`src/rtl/halt_pkg.sv`:
```
// Shared definitions for the writeback halt monitor and register file.
package halt_pkg;

    typedef enum logic [1:0] {
        ST_IDLE   = 2'd0,
        ST_DRAIN  = 2'd1,
        ST_HALTED = 2'd2
    } state_t;

    localparam int unsigned DATA_W_DEF = 16;
    localparam int unsigned ADDR_W_DEF = 3;

    // Width of a down-counter able to hold 'cycles'; never narrower than 1 bit.
    function automatic int unsigned timer_width(input int unsigned cycles);
        return (cycles < 2) ? 1 : $clog2(cycles + 1);
    endfunction

endpackage

```
`src/rtl/halt_drain_timer.sv`:
```
// Loadable down-counter; done is high while the count sits at 1 (last drain cycle).
module halt_drain_timer #(
    parameter int unsigned W = 2
) (
    input  logic         clk,
    input  logic         rst,
    input  logic         load,
    input  logic [W-1:0] load_val,
    output logic         done
);

    logic [W-1:0] count;

    always_ff @(posedge clk or posedge rst) begin
        if (rst) begin
            count <= '0;
        end else if (load) begin
            count <= load_val;
        end else if (count != '0) begin
            count <= count - W'(1);
        end
    end

    assign done = (count == W'(1));

endmodule

```
`src/rtl/halt_detector.sv`:
```
// Writeback retire monitor: drained HALT detection, return-value shadow, retire counter.
// Optional idle watchdog enabled by defining HALT_WATCHDOG_EN.
module halt_detector
    import halt_pkg::*;
#(
    parameter int unsigned DATA_W       = DATA_W_DEF,
    parameter int unsigned ADDR_W       = ADDR_W_DEF,
    parameter int unsigned RET_REG      = 3,
    parameter int unsigned DRAIN_CYCLES = 2,
    parameter int unsigned CNT_W        = 32,
    parameter int unsigned WDOG_CYCLES  = 1024
) (
    input  logic              clk,
    input  logic              rst,
    input  logic              wb_valid,
    input  logic              wb_is_halt,
    input  logic              wb_we,
    input  logic [ADDR_W-1:0] wb_waddr,
    input  logic [DATA_W-1:0] wb_wdata,
    output logic              is_halt,
    output logic [DATA_W-1:0] ret_val,
    output logic              halt_pending,
    output logic [CNT_W-1:0]  retired_count,
    output logic              wdog_fired
);

    localparam int unsigned TIMER_W = timer_width(DRAIN_CYCLES);

    state_t state;
    logic   halt_in;
    logic   active;
    logic   ret_wr;
    logic   timer_load;
    logic   timer_done;
    logic   wdog_trip;

    assign halt_in    = wb_valid & wb_is_halt;
    assign active     = (state == ST_IDLE) || (state == ST_DRAIN);
    assign ret_wr     = wb_valid && wb_we && (wb_waddr == ADDR_W'(RET_REG)) && (wb_waddr != '0);
    assign timer_load = (state == ST_IDLE) && halt_in && (DRAIN_CYCLES != 0);

    halt_drain_timer #(
        .W (TIMER_W)
    ) u_drain_timer (
        .clk      (clk),
        .rst      (rst),
        .load     (timer_load),
        .load_val (TIMER_W'(DRAIN_CYCLES)),
        .done     (timer_done)
    );

`ifdef HALT_WATCHDOG_EN
    localparam int unsigned WDOG_W = $clog2(WDOG_CYCLES + 1);

    logic [WDOG_W-1:0] idle_cnt;

    // Only counts in IDLE, so it is implicitly held once draining or halted.
    always_ff @(posedge clk or posedge rst) begin
        if (rst) begin
            idle_cnt <= '0;
        end else if (state == ST_IDLE) begin
            if (wb_valid) begin
                idle_cnt <= '0;
            end else begin
                idle_cnt <= idle_cnt + WDOG_W'(1);
            end
        end
    end

    assign wdog_trip = (state == ST_IDLE) && !wb_valid && (idle_cnt == WDOG_W'(WDOG_CYCLES - 1));
`else
    assign wdog_trip  = 1'b0;
    assign wdog_fired = 1'b0;
`endif

    always_ff @(posedge clk or posedge rst) begin
        if (rst) begin
            state         <= ST_IDLE;
            is_halt       <= 1'b0;
            halt_pending  <= 1'b0;
            ret_val       <= '0;
            retired_count <= '0;
`ifdef HALT_WATCHDOG_EN
            wdog_fired    <= 1'b0;
`endif
        end else begin
            // Status flags follow the state by one edge.
            is_halt      <= (state == ST_HALTED);
            halt_pending <= (state == ST_DRAIN);

            case (state)
                ST_IDLE: begin
                    if (halt_in) begin
                        state <= (DRAIN_CYCLES == 0) ? ST_HALTED : ST_DRAIN;
                    end else if (wdog_trip) begin
                        state <= ST_HALTED;
`ifdef HALT_WATCHDOG_EN
                        wdog_fired <= 1'b1;
`endif
                    end
                end
                ST_DRAIN: begin
                    if (timer_done) begin
                        state <= ST_HALTED;
                    end
                end
                ST_HALTED: begin
                    state <= ST_HALTED;
                end
                default: begin
                    state <= ST_IDLE;
                end
            endcase

            if (active) begin
                if (ret_wr) begin
                    ret_val <= wb_wdata;
                end
                if (wb_valid && (retired_count != '1)) begin
                    retired_count <= retired_count + CNT_W'(1);
                end
            end
        end
    end

endmodule
```
`config.mk`:
```
export PLATFORM = sky130hd
export DESIGN_NAME = halt_detector
export DESIGN_NICKNAME = d
export VERILOG_FILES = /design/src/rtl/halt_pkg.sv /design/src/rtl/halt_drain_timer.sv /design/src/rtl/halt_detector.sv
export SDC_FILE = /design/constraint.sdc
export NUM_CORES = 1
export LEC_CHECK = 0
export ABC_AREA = 1
export CAP_MARGIN = 20
export CORE_MARGIN = 2
export CORE_UTILIZATION = 40
export CTS_CLUSTER_DIAMETER = 60
export DETAILED_ROUTE_END_ITERATION = 10
export GPL_TIMING_DRIVEN = 0
export PLACE_DENSITY = 0.66
export SLEW_MARGIN = 15
export SYNTH_ARGS = -nofsm -noshare
export SYNTH_HDL_FRONTEND = slang
export SYNTH_HIERARCHICAL = 1
export SYNTH_SLANG_ARGS = --single-unit
```
`constraint.sdc`:
```
create_clock -name clk -period 2.35 [get_ports clk]
set_clock_uncertainty 0.1 [all_clocks]
set_input_delay 0.3525 -clock clk [delete_from_list [all_inputs] [get_ports clk]]
set_output_delay 0.3525 -clock clk [all_outputs]
set_load 0.05 [all_outputs]
```
### Word-level counts from Yosys, hierarchy flattened

Index checks and enable logic that the tools add are counted.

| operators by class | value |
|---|---|
| $add $sub $neg | 2 |
| equal/unequal tests | 7 |
| mux-type cells | 5 |
| bitwise logic cells | 1 |
| reductions and logical operators | 13 |

Operator list:

| cell | number |
|---|---|
| adder 32 x 1 -> 32 bit, second input constant | 1 |
| != test 32 bit, second input constant | 1 |
| 2-to-1 mux 2 bit | 4 |
| case mux 2 bit (3 select lines) | 1 |
| AND reduction 2 bit | 3 |
| logical AND 1 bit | 5 |
| equality test 2 x 1 -> 1 bit, second input constant | 2 |
| != test 2 bit, second input constant | 2 |
| nonzero test 2 bit | 2 |
| equality test 3 x 2 -> 1 bit, second input constant | 1 |
| nonzero test 3 bit | 1 |
| equality test 2 bit, second input constant | 1 |
| zero test 2 bit | 1 |
| subtractor 2 x 1 -> 2 bit, second input constant | 1 |
| bitwise AND 1 bit | 1 |
| logical OR 1 bit | 1 |

| storage, ports and cells | value |
|---|---|
| register bits after elaboration | 54 |
| input bits | 24 |

### Logic depth before layout (Yosys ltp)

Gate-level depths: netlist of run 1.

| depth | value |
|---|---|
| word-level depth | 4 |
| gate-level depth with buffers | 11 |
| mapped depth without buffers | 10 |

### By module

The synthesis of run 1 kept the hierarchy.

Modules (own cells, without submodules):

| module | instances | cells each | area an instance (um^2) |
|---|---|---|---|
| halt_detector | 1 | 431 | 3096.7 |
| halt_drain_timer | 1 | 19 | 136.4 |

### Worst setup path after synthesis of run 1

OpenSTA, ideal clock, no wires.

| timing path | value |
|---|---|
| kind | reg-to-reg |
| start point | reg retired_count[1] |
| end point | reg retired_count[22] |
| arrival | 1.896 ns |
| data required time | 2.130 ns |
| setup slack | 0.234 ns |
| stages on the path, launching flop included | 11 |
| period minus slack after synthesis | 2.116 ns |
| path through | dfrtp_1 -> ha_1 -> nand2_2 -> nor2_4 -> nand2_4 -> nor2_4 -> nand2_4 -> buf_6 -> buf_8 -> nand4_1 -> nand2_1 |

| between the ends | value |
|---|---|
| word-level cells in the longest chain between the ends | 3 |

Ends and longest elaborated chain:

| what | line | RTL |
|---|---|---|
| from (decl) | halt_detector.sv:23 | `output logic [CNT_W-1:0] retired_count,` |
| from (signal assigned) | halt_detector.sv:120 | `retired_count <= retired_count + CNT_W'(1);` |
| parallel branches: the longest is 3 deep, another holds adder 32 x 1 -> 32 bit | - |  |

Several ways; the timed one is not identified.
A chain may end at the register's enable or synchronous reset.

### Final worst setup path of run 1

| timing path | value |
|---|---|
| start point | reg retired_count[24] |
| end point | out retired_count[24] |

No word-level cell between the ends.

==> metrics.md, run 1 <==
| Metric | Value |
|---|---|
| Status | `complete, no violations` |
| Yosys warning total | `6` |
| Pwr dens | `392.2 nW/um^2` |
| Clock latency at the later pin of the worst-skew pair | `~0.31 ns` |
| Post-synth EDFFs | `0` |
| Top FF cell, synth | `dfrtp_1` |
| XOR/XNOR Fraction of Synth Area | `3.793%` |
| FP Rows | `32` |
| R2R Setup Slk | `between 0.3 and 0.4 ns` |
| Final setup viols | `0` |
| Number of buffers added on ports | `between 70 and 80` |
| Die Height | `93.91 microns` |
| Via density | `approximately 4.7` |
| Antenna-violating nets left | `0` |
| Gr usage total | `between 10% and 20%` |
| Core area | `around 7800 sq um` |
| Multiplexer area fraction after synthesis | `0%` |
| DRT Pass-1 Iters | `4` |
| HPWL after detailed placement | `about 6000 microns` |
| Gpl congestion | `about 0.89` |
| Yosys cell types | `25` |
| Slew @ Worst Pin | `0.5236 ns` |
| Post-synthesis sequential area ratio | `between 40% and 50%` |
| Peak Freq | `roughly 480 MHz` |
| RSZ-0062 raised after global routing | `no` |
| First-pass GRT wire length | `about 14000 microns` |
| Setup Buffers After CTS | `0` |
| Worst Setup SP | `retired_count[24]$_DFFE_PP0P_` |
| Max-slew violations | `0` |
| Cts hold-fix bufs | `0` |
| Clk slew on worst S/H paths | `0.10 ns` |
| Layout cells sized above 1 | `under 10%` |
| Pleak | `approximately 2.0 nW` |
| Layout area overhead | `29.95%` |
| R2r worst-path depth | `7` |
| Chip width | `between 90 and 100 microns` |
| Final Cell Area | `approximately 4200 sq um` |
| CTS root buffer | `clkbuf_8` |
| Fin crit share | `around 89%` |
| Startpoint types | `flip-flop` |
| Reg2Reg Launch Point | `state[0]$_DFFE_PP0P_` |
| Drt wl/cell | `approximately 12 microns` |
| Post-synth ARST share | `100.0%` |
| Post-synthesis compound-gate area fraction | `slightly above 4%` |
| TritonCTS Sinks | `54` |
| DR vias | `around 3000` |
| Max incr delay on CP | `0.85 ns` |
| Critical-path cell list | `clkdlybuf4s50_1` |
| Largest fanout on the critical path | `7` |
| Die ar. | `~8800 sq um` |
| Sum Neg Setup Slack | `0 ns` |
| CTS tree | `yes` |
| Initial Util | `between 40% and 50%` |
| # resized after CTS | `0` |
| Mapped Area | `3233 sq um` |
| Final Hold Vio Count | `0` |
| Required time worst endpoint | `~1.9 ns` |
| Worst setup EP type | `output pin` |
| Layout Nets | `between 500 and 600` |
| Syn avg cell area | `7.185 sq um` |
| Placed Area | `roughly 4100 sq um` |
| Synth top area share | `around two fifths` |
| Max cap viols | `0` |
| Pin count of the biggest net entering global routing | `37` |
| DRC Markers | `0` |
| Family with the most delay on the worst path | `buffers and inverters` |
| Max VDD drop | `0.0003714 V` |
| Cell taking the most area after synthesis | `dfrtp_1` |
| Slowest CP cell | `clkdlybuf4s50_1` |
| Total wire length | `around 7700 microns` |
| Clock buffer count from CTS | `5` |
| Vias in the first global route | `approximately 3000` |
| Crit path depth | `1` |
| Yosys reg bits | `54` |
| Setup Crit Path Kind | `reg2out` |
| Top cells by area, synth | `dfrtp_1, nand2_1, inv_1` |
| Initial antenna violation count | `0` |
| 1st-iter DRT viols | `approximately 130` |
| Minimum clock period | `approximately 2.1 ns` |
| Slew HR | `about two thirds` |
| Total congestion overflow | `0` |
| Critical path arrival | `~1.6 ns` |
| Number of primary I/O pins | `75` |
| Hold Path Class | `in2async` |
| Crit Reg-Reg Endpoint | `ret_val[5]$_DFFE_PP0P_` |
| Post-Synth Simple-Gate Area | `about 39%` |
| Largest family of logic cells by synthesized area | `simple AND/OR/NAND/NOR gates` |
| WP buf/inv | `1` |
| Ant. Diodes | `0` |
| Adder-Cell Fraction of Synth Area | `under 10%` |
| Critical Path Sink | `retired_count[24]` |
| Clock Path Buffers | `2` |
| H-tree depth | `2` |
| Post-Syn Instances | `450` |
-- report_power, final --
group          leakage, nW  switching (mW)  internal [mW]  total (mW)
Combinational         1.19          0.0877         0.0780       0.166
Clock               0.0362           0.316          0.205       0.520
Sequential           0.740          0.0141          0.948       0.962
Total                 1.97           0.417           1.23        1.65
-- layout by cell type (no fill, tap or decap) --
master           count
nand3b_1             7
buf_4                1
nor2_1              46
inv_1               54
buf_6                4
xor2_1              11
dfrtp_1             54
ha_1                 6
buf_12               1
inv_2                2
clkinvlp_4           2
buf_2                3
nor2_2               2
buf_8                1
clkdlybuf4s50_1     73
xnor2_1              3
a21oi_1              1
conb_1               3
clkbuf_1             2
nor2_4               5
nand2_4              2
nand3_1             14
nand2_2             13
clkbuf_8             5
nand3_4              1
o21ai_0             25
nand4_1             17
nor3_1               3
nand2_1            171
-- through the flow --
step	hold slack [ns]	std cells	setup WS [ns]	util [%]	total power, mW
floorplan	-0.006315	451	0.2339	-	1.077
global placement	0.3647	626	-0.4022	52.72	1.134
detailed placement	0.3791	627	0.2056	52.98	1.149
CTS	0.1203	634	0.2192	54.06	1.672
global route	0.1403	634	0.1345	54.09	1.740
finish	0.1211	634	0.2583	54.09	1.648
-- worst min path at each step --
stage | start | end | cells after the start
2_1_floorplan | rst | u_drain_timer/count[0]$_DFFE_PP0P_ | 1
3_3_place_gp | ret_val[1]$_DFFE_PP0P_ | ret_val[1]$_DFFE_PP0P_ | 2
3_5_place_dp | ret_val[6]$_DFFE_PP0P_ | ret_val[6]$_DFFE_PP0P_ | 2
4_1_cts | rst | u_drain_timer/count[1]$_DFFE_PP0P_ | 2
5_1_grt | rst | u_drain_timer/count[0]$_DFFE_PP0P_ | 2
6_report | rst | u_drain_timer/count[1]$_DFFE_PP0P_ | 2
-- cell families (layout without fill, tap and decap cells) --
kind of cell | after synthesis | after routing
buffers and inverters | 67 | 148
flip-flops | 54 | 54
AND/OR/NAND/NOR | 281 | 281
AO/OA/AOI/OAI | 26 | 26
adder cells (fa/ha/maj) | 6 | 6
XOR/XNOR | 14 | 14
other | 2 | 3
-- state kept, by name, summed over array words and instances (netlist names) --
register / cells
halt_pending: 1
is_halt: 1
ret_val: 16
retired_count: 32
state: 2
u_drain_timer/count: 2
-- cell type report --
type                    count  area (sq um)
well taps                 102         127.6
repair buffers             74         750.7
clock inverters             2         15.01
clock buffers               5         68.82
plain buffers              11         90.09
multi-input cells         330          1588
fillers                   760          3566
flip-flops and latches     54          1351
inverters                  56         210.2
-- Yosys cell counts (2+ instances only) --
master      n
nand2_1   171
inv_1      55
dfrtp_1    54
nor2_1     47
o21ai_0    25
nand4_1    17
nand3_1    14
nand2_2    13
xor2_1     11
nand3b_1    7
ha_1        6
nor2_4      5
buf_6       4
buf_2       3
nor3_1      3
xnor2_1     3
clkbuf_1    2
conb_1      2
nand2_4     2
-- routing by layer --
metal	global-route usage, %	vias to the layer above	wire length (microns)
met5	0	-	0
met4	5.193	0	138
met3	5.056	12	559
met2	32.14	91	3545
met1	24.77	1334	3462
li1	-	1543	-
Note: power is estimated with default switching activity, not from simulation.
==> run 2, diff against run 1 <==
--- a/config.mk
+++ b/config.mk
@@ -12,9 +12,8 @@
 export CTS_CLUSTER_DIAMETER = 60
 export DETAILED_ROUTE_END_ITERATION = 10
 export GPL_TIMING_DRIVEN = 0
-export PLACE_DENSITY = 0.66
+export PLACE_DENSITY = 0.67
 export SLEW_MARGIN = 15
 export SYNTH_ARGS = -nofsm -noshare
 export SYNTH_HDL_FRONTEND = slang
-export SYNTH_HIERARCHICAL = 1
 export SYNTH_SLANG_ARGS = --single-unit
==> run 2 against run 1 <==
Effect of this change: sequential power decreased by 3.0%; wire length is 2.1% higher; hold slack better by 0.16 ns; area after synthesis decreased by 2.6%; critical path depth unchanged; combinational power fell by 47%; die area shrank 2.5%; clock power grew 7.9%; non-clock buffer count decreased by 2; power shrank 4.0%; global-route usage up 0.61 points; first-iteration DRC count grew 44%; critical path type unchanged; highest routed layer unchanged.
==> metrics.md, run 2 <==
| Metric | Value |
|---|---|
| Layout cells sized above 1 | `5.185% (was 7.895%)` |
| Family with the most delay on the worst path | `buffers and inverters (unchanged)` |
| Commonest cells in the synthesized netlist | `nand2_1, nor2_1, dfrtp_1 (was nand2_1, inv_1, dfrtp_1)` |
| Post-synth ARST share | `100.0% (unchanged)` |
| Syn Nets | `488` |
| TritonCTS Sinks | `54 (unchanged)` |
| Top FF cell, synth | `dfrtp_1 (unchanged)` |
| Initial Util | `40.97% (was 41.62%)` |
| Number of primary I/O pins | `75 (unchanged)` |
| Cts hold-fix bufs | `0 (unchanged)` |
| Layout area overhead | `30.99% (was 29.95%)` |
| 1st-iter DRT viols | `183 (was 127)` |
| Clock Path Buffers | `2 (unchanged)` |
| Post-synthesis sequential area ratio | `42.91% (was 41.80%)` |
| Drt wl/cell | `12.25 microns (was 12.15 microns)` |
| Largest fanout on the critical path | `7 (unchanged)` |
| Core area | `7687 sq um (was 7767 sq um)` |
| Placed Area | `4028 sq um (was 4115 sq um)` |
| Initial antenna violation count | `0 (unchanged)` |
| Number of buffers added on ports | `73 (unchanged)` |
| First-pass GRT wire length | `13700 microns (was 13630 microns)` |
| Pleak | `1.877 nW (was 1.971 nW)` |
| Clk slew on worst S/H paths | `0.11 ns (was 0.10 ns)` |
| Clock buffer count from CTS | `5 (unchanged)` |
| Die Height | `92.73 microns (was 93.91 microns)` |
| FP Rows | `32 (unchanged)` |
| HPWL after detailed placement | `6171 microns (was 6020 microns)` |
| WP buf/inv | `1 (unchanged)` |
| Critical path arrival | `1.70 ns (was 1.64 ns)` |
| Max VDD drop | `0.0002353 V (was 0.0003714 V)` |
| Filler Cells Inserted | `802 (was 760)` |
| Pin count of the biggest net entering global routing | `31 (was 37)` |
| Clock latency at the later pin of the worst-skew pair | `0.32 ns (was 0.31 ns)` |
| Cell taking the most area after synthesis | `dfrtp_1 (unchanged)` |
| Top cells by area, synth | `dfrtp_1, nand2_1, nor2_1 (was dfrtp_1, nand2_1, inv_1)` |
| H-tree depth | `2 (unchanged)` |
| Yosys reg bits | `54 (unchanged)` |
| Required time worst endpoint | `1.90 ns (about the same)` |
| Slew HR | `63.25% (was 64.98%)` |
| Final core occ | `53.66% (was 54.09%)` |
| Max cap viols | `0 (unchanged)` |
| Layout Nets | `569 (was 562)` |
| Setup Crit Path Kind | `reg2out (unchanged)` |
| Fin crit share | `91.45% (was 89.01%)` |
| CTS tree | `yes (unchanged)` |
| Syn avg cell area | `6.876 sq um (was 7.185 sq um)` |
| Via density | `4.735 (was 4.700)` |
| Critical-path cell list | `clkdlybuf4s50_1 (unchanged)` |
| Final setup viols | `0 (unchanged)` |
| CTS root buffer | `clkbuf_8 (unchanged)` |
| Ant. Diodes | `0 (unchanged)` |
| Post-Place Worst Slack | `0.1525 ns (was 0.2056 ns)` |
| DR vias | `3040 (was 2980)` |
| Synth top area share | `42.91% (was 41.80%)` |
| Gr usage total | `19.89% (was 19.28%)` |
| Chip width | `92.73 microns (was 93.91 microns)` |
| Final Hold Vio Count | `0 (unchanged)` |
| Worst setup EP type | `output pin (unchanged)` |
| Final setup margin | `0.2010 ns (was 0.2583 ns)` |
| Final Cell Area | `4125 sq um (was 4202 sq um)` |
| Power, Total | `1.582 mW (was 1.648 mW)` |
| R2R Setup Slk | `0.35 ns (was 0.37 ns)` |
| Slowest CP cell | `clkdlybuf4s50_1 (unchanged)` |
| Minimum clock period | `2.149 ns (was 2.092 ns)` |
| Total congestion overflow | `0 (unchanged)` |
| Largest regs | `retired_count x32, ret_val x16 (unchanged)` |
| Slew @ Worst Pin | `0.5505 ns (was 0.5236 ns)` |
| Peak Freq | `465.3 MHz (was 478.1 MHz)` |
| Mapped Area | `3149 sq um (was 3233 sq um)` |
| Largest Register | `retired_count (unchanged)` |
| Max-slew violations | `0 (unchanged)` |
| RSZ-0062 raised after global routing | `no (unchanged)` |
| Yosys warning total | `0 (was 6)` |
| Yosys cell types | `28 (was 25)` |
| DRC Markers | `0 (unchanged)` |
| Gpl congestion | `0.9027 (was 0.8876)` |
| # resized after CTS | `0 (unchanged)` |
| Commonest non-fill, non-tap cells in the layout | `nand2_1, clkdlybuf4s50_1, nor2_1, dfrtp_1, inv_1 (was nand2_1, clkdlybuf4s50_1, inv_1, dfrtp_1, nor2_1)` |
| Count leader, synth | `nand2_1 (unchanged)` |
| DRT Pass-1 Iters | `4 (unchanged)` |
| Post-synth EDFFs | `0 (unchanged)` |
| Commonest non-fill, non-tap cell in the layout | `nand2_1 (unchanged)` |
| Startpoint types | `flip-flop (unchanged)` |
| Pwr dens | `383.6 nW/um^2 (was 392.2 nW/um^2)` |
| Status | `complete, no violations (unchanged)` |
| Max incr delay on CP | `0.87 ns (was 0.85 ns)` |
| Hold Path Class | `in2async (unchanged)` |
| Antenna-violating nets left | `0 (unchanged)` |
| Max reg flops | `32 (unchanged)` |
| Setup Buffers After CTS | `0 (unchanged)` |
| Die ar. | `8599 sq um (was 8818 sq um)` |
| Total wire length | `7864 microns (was 7705 microns)` |
| Post-Syn Instances | `458 (was 450)` |
| Vias in the first global route | `2933 (was 2939)` |
## run 2: cell count changes in the layout (fill, tap and decap cells not counted), sizes merged, moves of 3 or more
| cell | before | now |
|---|---|---|
| nand2 | 186 | 213 |
| nor2 | 53 | 63 |
| nand3b | 7 | 2 |
| nand4 | 17 | 2 |
| inv | 56 | 50 |
| buf | 10 | 7 |
| nor3 | 3 | 0 |
## run 2: path summary, 6_finish.rpt
check	start	endpoint	cells past startpoint
max	retired_count[2]$_DFFE_PP0P_	retired_count[2]	1
min	rst	ret_val[1]$_DFFE_PP0P_	2
max reg2reg	retired_count[0]$_DFFE_PP0P_	retired_count[28]$_DFFE_PP0P_	11
min reg2reg	ret_val[9]$_DFFE_PP0P_	ret_val[9]$_DFFE_PP0P_	2
max in group asynchronous	rst	retired_count[18]$_DFFE_PP0P_	3
min in group clk	ret_val[9]$_DFFE_PP0P_	ret_val[9]$_DFFE_PP0P_	2
## run 2: final cells by class
cell class	instances	area [sq um]	area share, %
clock inverters	3	28.78	0.6976
multi-input cells	346	1548	37.52
clock buffers	5	68.82	1.668
inverters	49	186.4	4.519
well taps	102	127.6	3.094
flip-flops and latches	54	1351	32.76
plain buffers	9	63.81	1.547
repair buffers	74	750.7	18.20
## run 2: kinds of logic after synthesis
| family | share of synthesized area (%) |
|---|---|
| AO/OA/AOI/OAI | 4.807 |
| XOR/XNOR | 3.615 |
| adder cells (fa/ha/maj) | 2.384 |
| buffers and inverters | 7.946 |
| flip-flops | 42.91 |
| other | 0.1191 |
| AND/OR/NAND/NOR | 38.22 |
## run 2: metrics by stage
stage / hold WS [ns] / instances / setup TNS [ns]
floorplan: 0.3778 / 458 / 0
global placement: 0.3649 / 633 / -25.08
detailed placement: 0.3780 / 634 / 0
CTS: 0.3049 / 642 / 0
global route: 0.3560 / 642 / 0
finish: 0.2791 / 642 / 0
## run 2: routing by layer
| layer | global-route usage (%) | vias to the layer above | share of wire [%] |
|---|---|---|---|
| met5 | 0 | - | 0 |
| met4 | 5.270 | 0 | 1.4 |
| met3 | 5.940 | 12 | 7.2 |
| met2 | 33.09 | 86 | 48 |
| met1 | 25.31 | 1393 | 44 |
| li1 | - | 1549 | - |
## run 2: where the power goes
| group | switching, mW | internal [mW] | total, mW |
|---|---|---|---|
| clock | 0.340 | 0.222 | 0.561 |
| sequential | 0.00145 | 0.931 | 0.933 |
| combinational | 0.0430 | 0.0455 | 0.0885 |
==> run 3, diff against run 2 <==
--- a/config.mk
+++ b/config.mk
@@ -8,12 +8,13 @@
 export ABC_AREA = 1
 export CAP_MARGIN = 20
 export CORE_MARGIN = 2
-export CORE_UTILIZATION = 40
+export CORE_UTILIZATION = 50
 export CTS_CLUSTER_DIAMETER = 60
 export DETAILED_ROUTE_END_ITERATION = 10
 export GPL_TIMING_DRIVEN = 0
-export PLACE_DENSITY = 0.67
-export SLEW_MARGIN = 15
+export PLACE_DENSITY = 0.8
+export SLEW_MARGIN = 20
 export SYNTH_ARGS = -nofsm -noshare
 export SYNTH_HDL_FRONTEND = slang
 export SYNTH_SLANG_ARGS = --single-unit
+export TNS_END_PERCENT = 20
==> run 3 against run 2 <==
Effect of this change: global-route usage rose by 4.4 points; setup slack better by 0.0099 ns; wire length grew 0.31%; critical path type unchanged; highest routed layer unchanged.
==> metrics.md, run 3 (synthesis results as in run 2) <==
| Metric | Value |
|---|---|
| Pwr dens | `407.4 nW/um^2 (was 383.6 nW/um^2)` |
| Max reg flops | `32 (unchanged)` |
| Final setup viols | `0 (unchanged)` |
| Placed Area | `3976 sq um (was 4028 sq um)` |
| # resized after CTS | `0 (unchanged)` |
| Slowest CP cell | `clkdlybuf4s50_1 (unchanged)` |
| Commonest non-fill, non-tap cells in the layout | `nand2_1, clkdlybuf4s50_1, nor2_1, dfrtp_1, inv_1 (unchanged)` |
| Status | `complete, no violations (unchanged)` |
| Slew @ Worst Pin | `0.6766 ns (was 0.5505 ns)` |
| DR vias | `3034 (was 3040)` |
| Gr usage total | `24.32% (was 19.89%)` |
| Final Hold Slack | `0.3839 ns (was 0.2791 ns)` |
| Reg2Reg Launch Point | `state[0]$_DFFE_PP0P_ (was retired_count[0]$_DFFE_PP0P_)` |
| Startpoint types | `flip-flop (unchanged)` |
| FP Rows | `28 (was 32)` |
| RSZ-0062 raised after global routing | `no (unchanged)` |
| R2r worst-path depth | `8 (was 11)` |
| Drt wl/cell | `12.85 microns (was 12.25 microns)` |
| Peak Freq | `467.5 MHz (was 465.3 MHz)` |
| Required time worst endpoint | `1.90 ns (about the same)` |
| Crit Reg-Reg Endpoint | `ret_val[8]$_DFFE_PP0P_ (was retired_count[28]$_DFFE_PP0P_)` |
| First-pass GRT wire length | `13860 microns (was 13700 microns)` |
| Number of primary I/O pins | `75 (unchanged)` |
| Layout Nets | `568 (was 569)` |
| CTS root buffer | `clkbuf_8 (unchanged)` |
| Total congestion overflow | `0 (unchanged)` |
| Largest regs | `retired_count x32, ret_val x16 (unchanged)` |
| Die Height | `83.37 microns (was 92.73 microns)` |
| 1st-iter DRT viols | `168 (was 183)` |
| Number of buffers added on ports | `73 (unchanged)` |
| Vias in the first global route | `3055 (was 2933)` |
| Critical path arrival | `1.69 ns (was 1.70 ns)` |
| Chip width | `83.37 microns (was 92.73 microns)` |
| Max VDD drop | `0.0003319 V (was 0.0002353 V)` |
| TritonCTS Sinks | `54 (unchanged)` |
| Final Hold Vio Count | `0 (unchanged)` |
| Slew HR | `54.89% (was 63.25%)` |
| Initial Util | `52.57% (was 40.97%)` |
| Minimum clock period | `2.139 ns (was 2.149 ns)` |
| Clock latency at the later pin of the worst-skew pair | `0.31 ns (was 0.32 ns)` |
| Setup Buffers After CTS | `0 (unchanged)` |
| Power, Total | `1.666 mW (was 1.582 mW)` |
| Clk slew on worst S/H paths | `0.10 ns (was 0.11 ns)` |
| Family with the most delay on the worst path | `buffers and inverters (unchanged)` |
| Initial antenna violation count | `0 (unchanged)` |
| Pleak | `1.876 nW (was 1.877 nW)` |
| Max-slew violations | `0 (unchanged)` |
| DRT Pass-1 Iters | `4 (unchanged)` |
| Fin crit share | `91.03% (was 91.45%)` |
| R2R Setup Slk | `0.36 ns (was 0.35 ns)` |
| Critical-path cell list | `clkdlybuf4s50_1 (unchanged)` |
| Clock Path Buffers | `2 (unchanged)` |
| Die ar. | `6950 sq um (was 8599 sq um)` |
| Layout cells sized above 1 | `5.009% (was 5.185%)` |
| Setup Crit Path Kind | `reg2out (unchanged)` |
| DRC Markers | `0 (unchanged)` |
| Largest fanout on the critical path | `7 (unchanged)` |
| Core area | `5991 sq um (was 7687 sq um)` |
| Max incr delay on CP | `0.87 ns (about the same)` |
| Ant. Diodes | `0 (unchanged)` |
| Hold Path Class | `in2async (unchanged)` |
| Total wire length | `7888 microns (was 7864 microns)` |
| Gpl congestion | `0.9511 (was 0.9027)` |
| Largest Register | `retired_count (unchanged)` |
| Cts hold-fix bufs | `0 (unchanged)` |
| Final Cell Area | `4089 sq um (was 4125 sq um)` |
| Filler Cells Inserted | `534 (was 802)` |
| WP buf/inv | `1 (unchanged)` |
| Worst Setup SP | `retired_count[2]$_DFFE_PP0P_ (unchanged)` |
| Multi-input gate area | `1548 sq um (unchanged)` |
| HPWL after detailed placement | `5992 microns (was 6171 microns)` |
| Reg area | `1351 sq um (unchanged)` |
| CTS tree | `yes (unchanged)` |
| Worst setup EP type | `output pin (unchanged)` |
| Layout area overhead | `29.84% (was 30.99%)` |
| Antenna-violating nets left | `0 (unchanged)` |
| Clock buffer count from CTS | `5 (unchanged)` |
| Via density | `4.941 (was 4.735)` |
| H-tree depth | `2 (unchanged)` |
| Max cap viols | `0 (unchanged)` |
| Pin count of the biggest net entering global routing | `55 (was 31)` |
| Commonest non-fill, non-tap cell in the layout | `nand2_1 (unchanged)` |
## run 3: cell count changes in the layout (fill, tap and decap cells not counted), sizes merged
cell	before	now
bufinv	0	1
buf	7	6
clkinv	2	1
## run 3: worst max path at each step
stage / depth (start not counted) / end / slack (ns)
2_1_floorplan: 11 / retired_count[10]$_DFFE_PP0P_ / 0.27
3_3_place_gp: 2 / retired_count[31]$_DFFE_PP0P_ / -0.46
3_5_place_dp: 7 / ret_val[8]$_DFFE_PP0P_ / 0.17
4_1_cts: 1 / retired_count[2] / 0.21
5_1_grt: 7 / ret_val[8]$_DFFE_PP0P_ / 0.12
6_report: 1 / retired_count[2] / 0.21
## run 3: layout make-up
class | count | area share (%)
Multi-Input combinational cell | 346 | 37.85
Sequential cell | 54 | 33.05
Timing Repair Buffer | 73 | 17.87
Inverter | 49 | 4.621
Tap cell | 75 | 2.295
Clock buffer | 5 | 1.683
Buffer | 9 | 1.561
Clock inverter | 3 | 1.071
## run 3: where the power goes
part | switching, mW | total, mW | leakage [nW] | internal, mW
sequential | 0.00142 | 0.933 | 0.743 | 0.931
clock | 0.327 | 0.647 | 0.0585 | 0.320
combinational | 0.0436 | 0.0861 | 1.07 | 0.0425
total | 0.372 | 1.67 | 1.88 | 1.29
## run 3: routing by layer
metal / wire length [microns] / share of wire, % / track usage [%]
met1: 3500 / 44 / 31.70
met2: 3702 / 47 / 40.18
met3: 546 / 6.9 / 5.368
met4: 139 / 1.8 / 8.048
met5: 0 / 0 / 0
## run 3: through the flow
stage / utilization, % / instances / TNS (ns) / setup slack, ns
floorplan: - / 458 / 0 / 0.2729
global placement: 66.33 / 606 / -24.89 / -0.4639
detailed placement: 66.37 / 606 / 0 / 0.1728
CTS: 68.25 / 614 / 0 / 0.2085
global route: 68.25 / 614 / 0 / 0.1246
finish: 68.25 / 614 / 0 / 0.2108
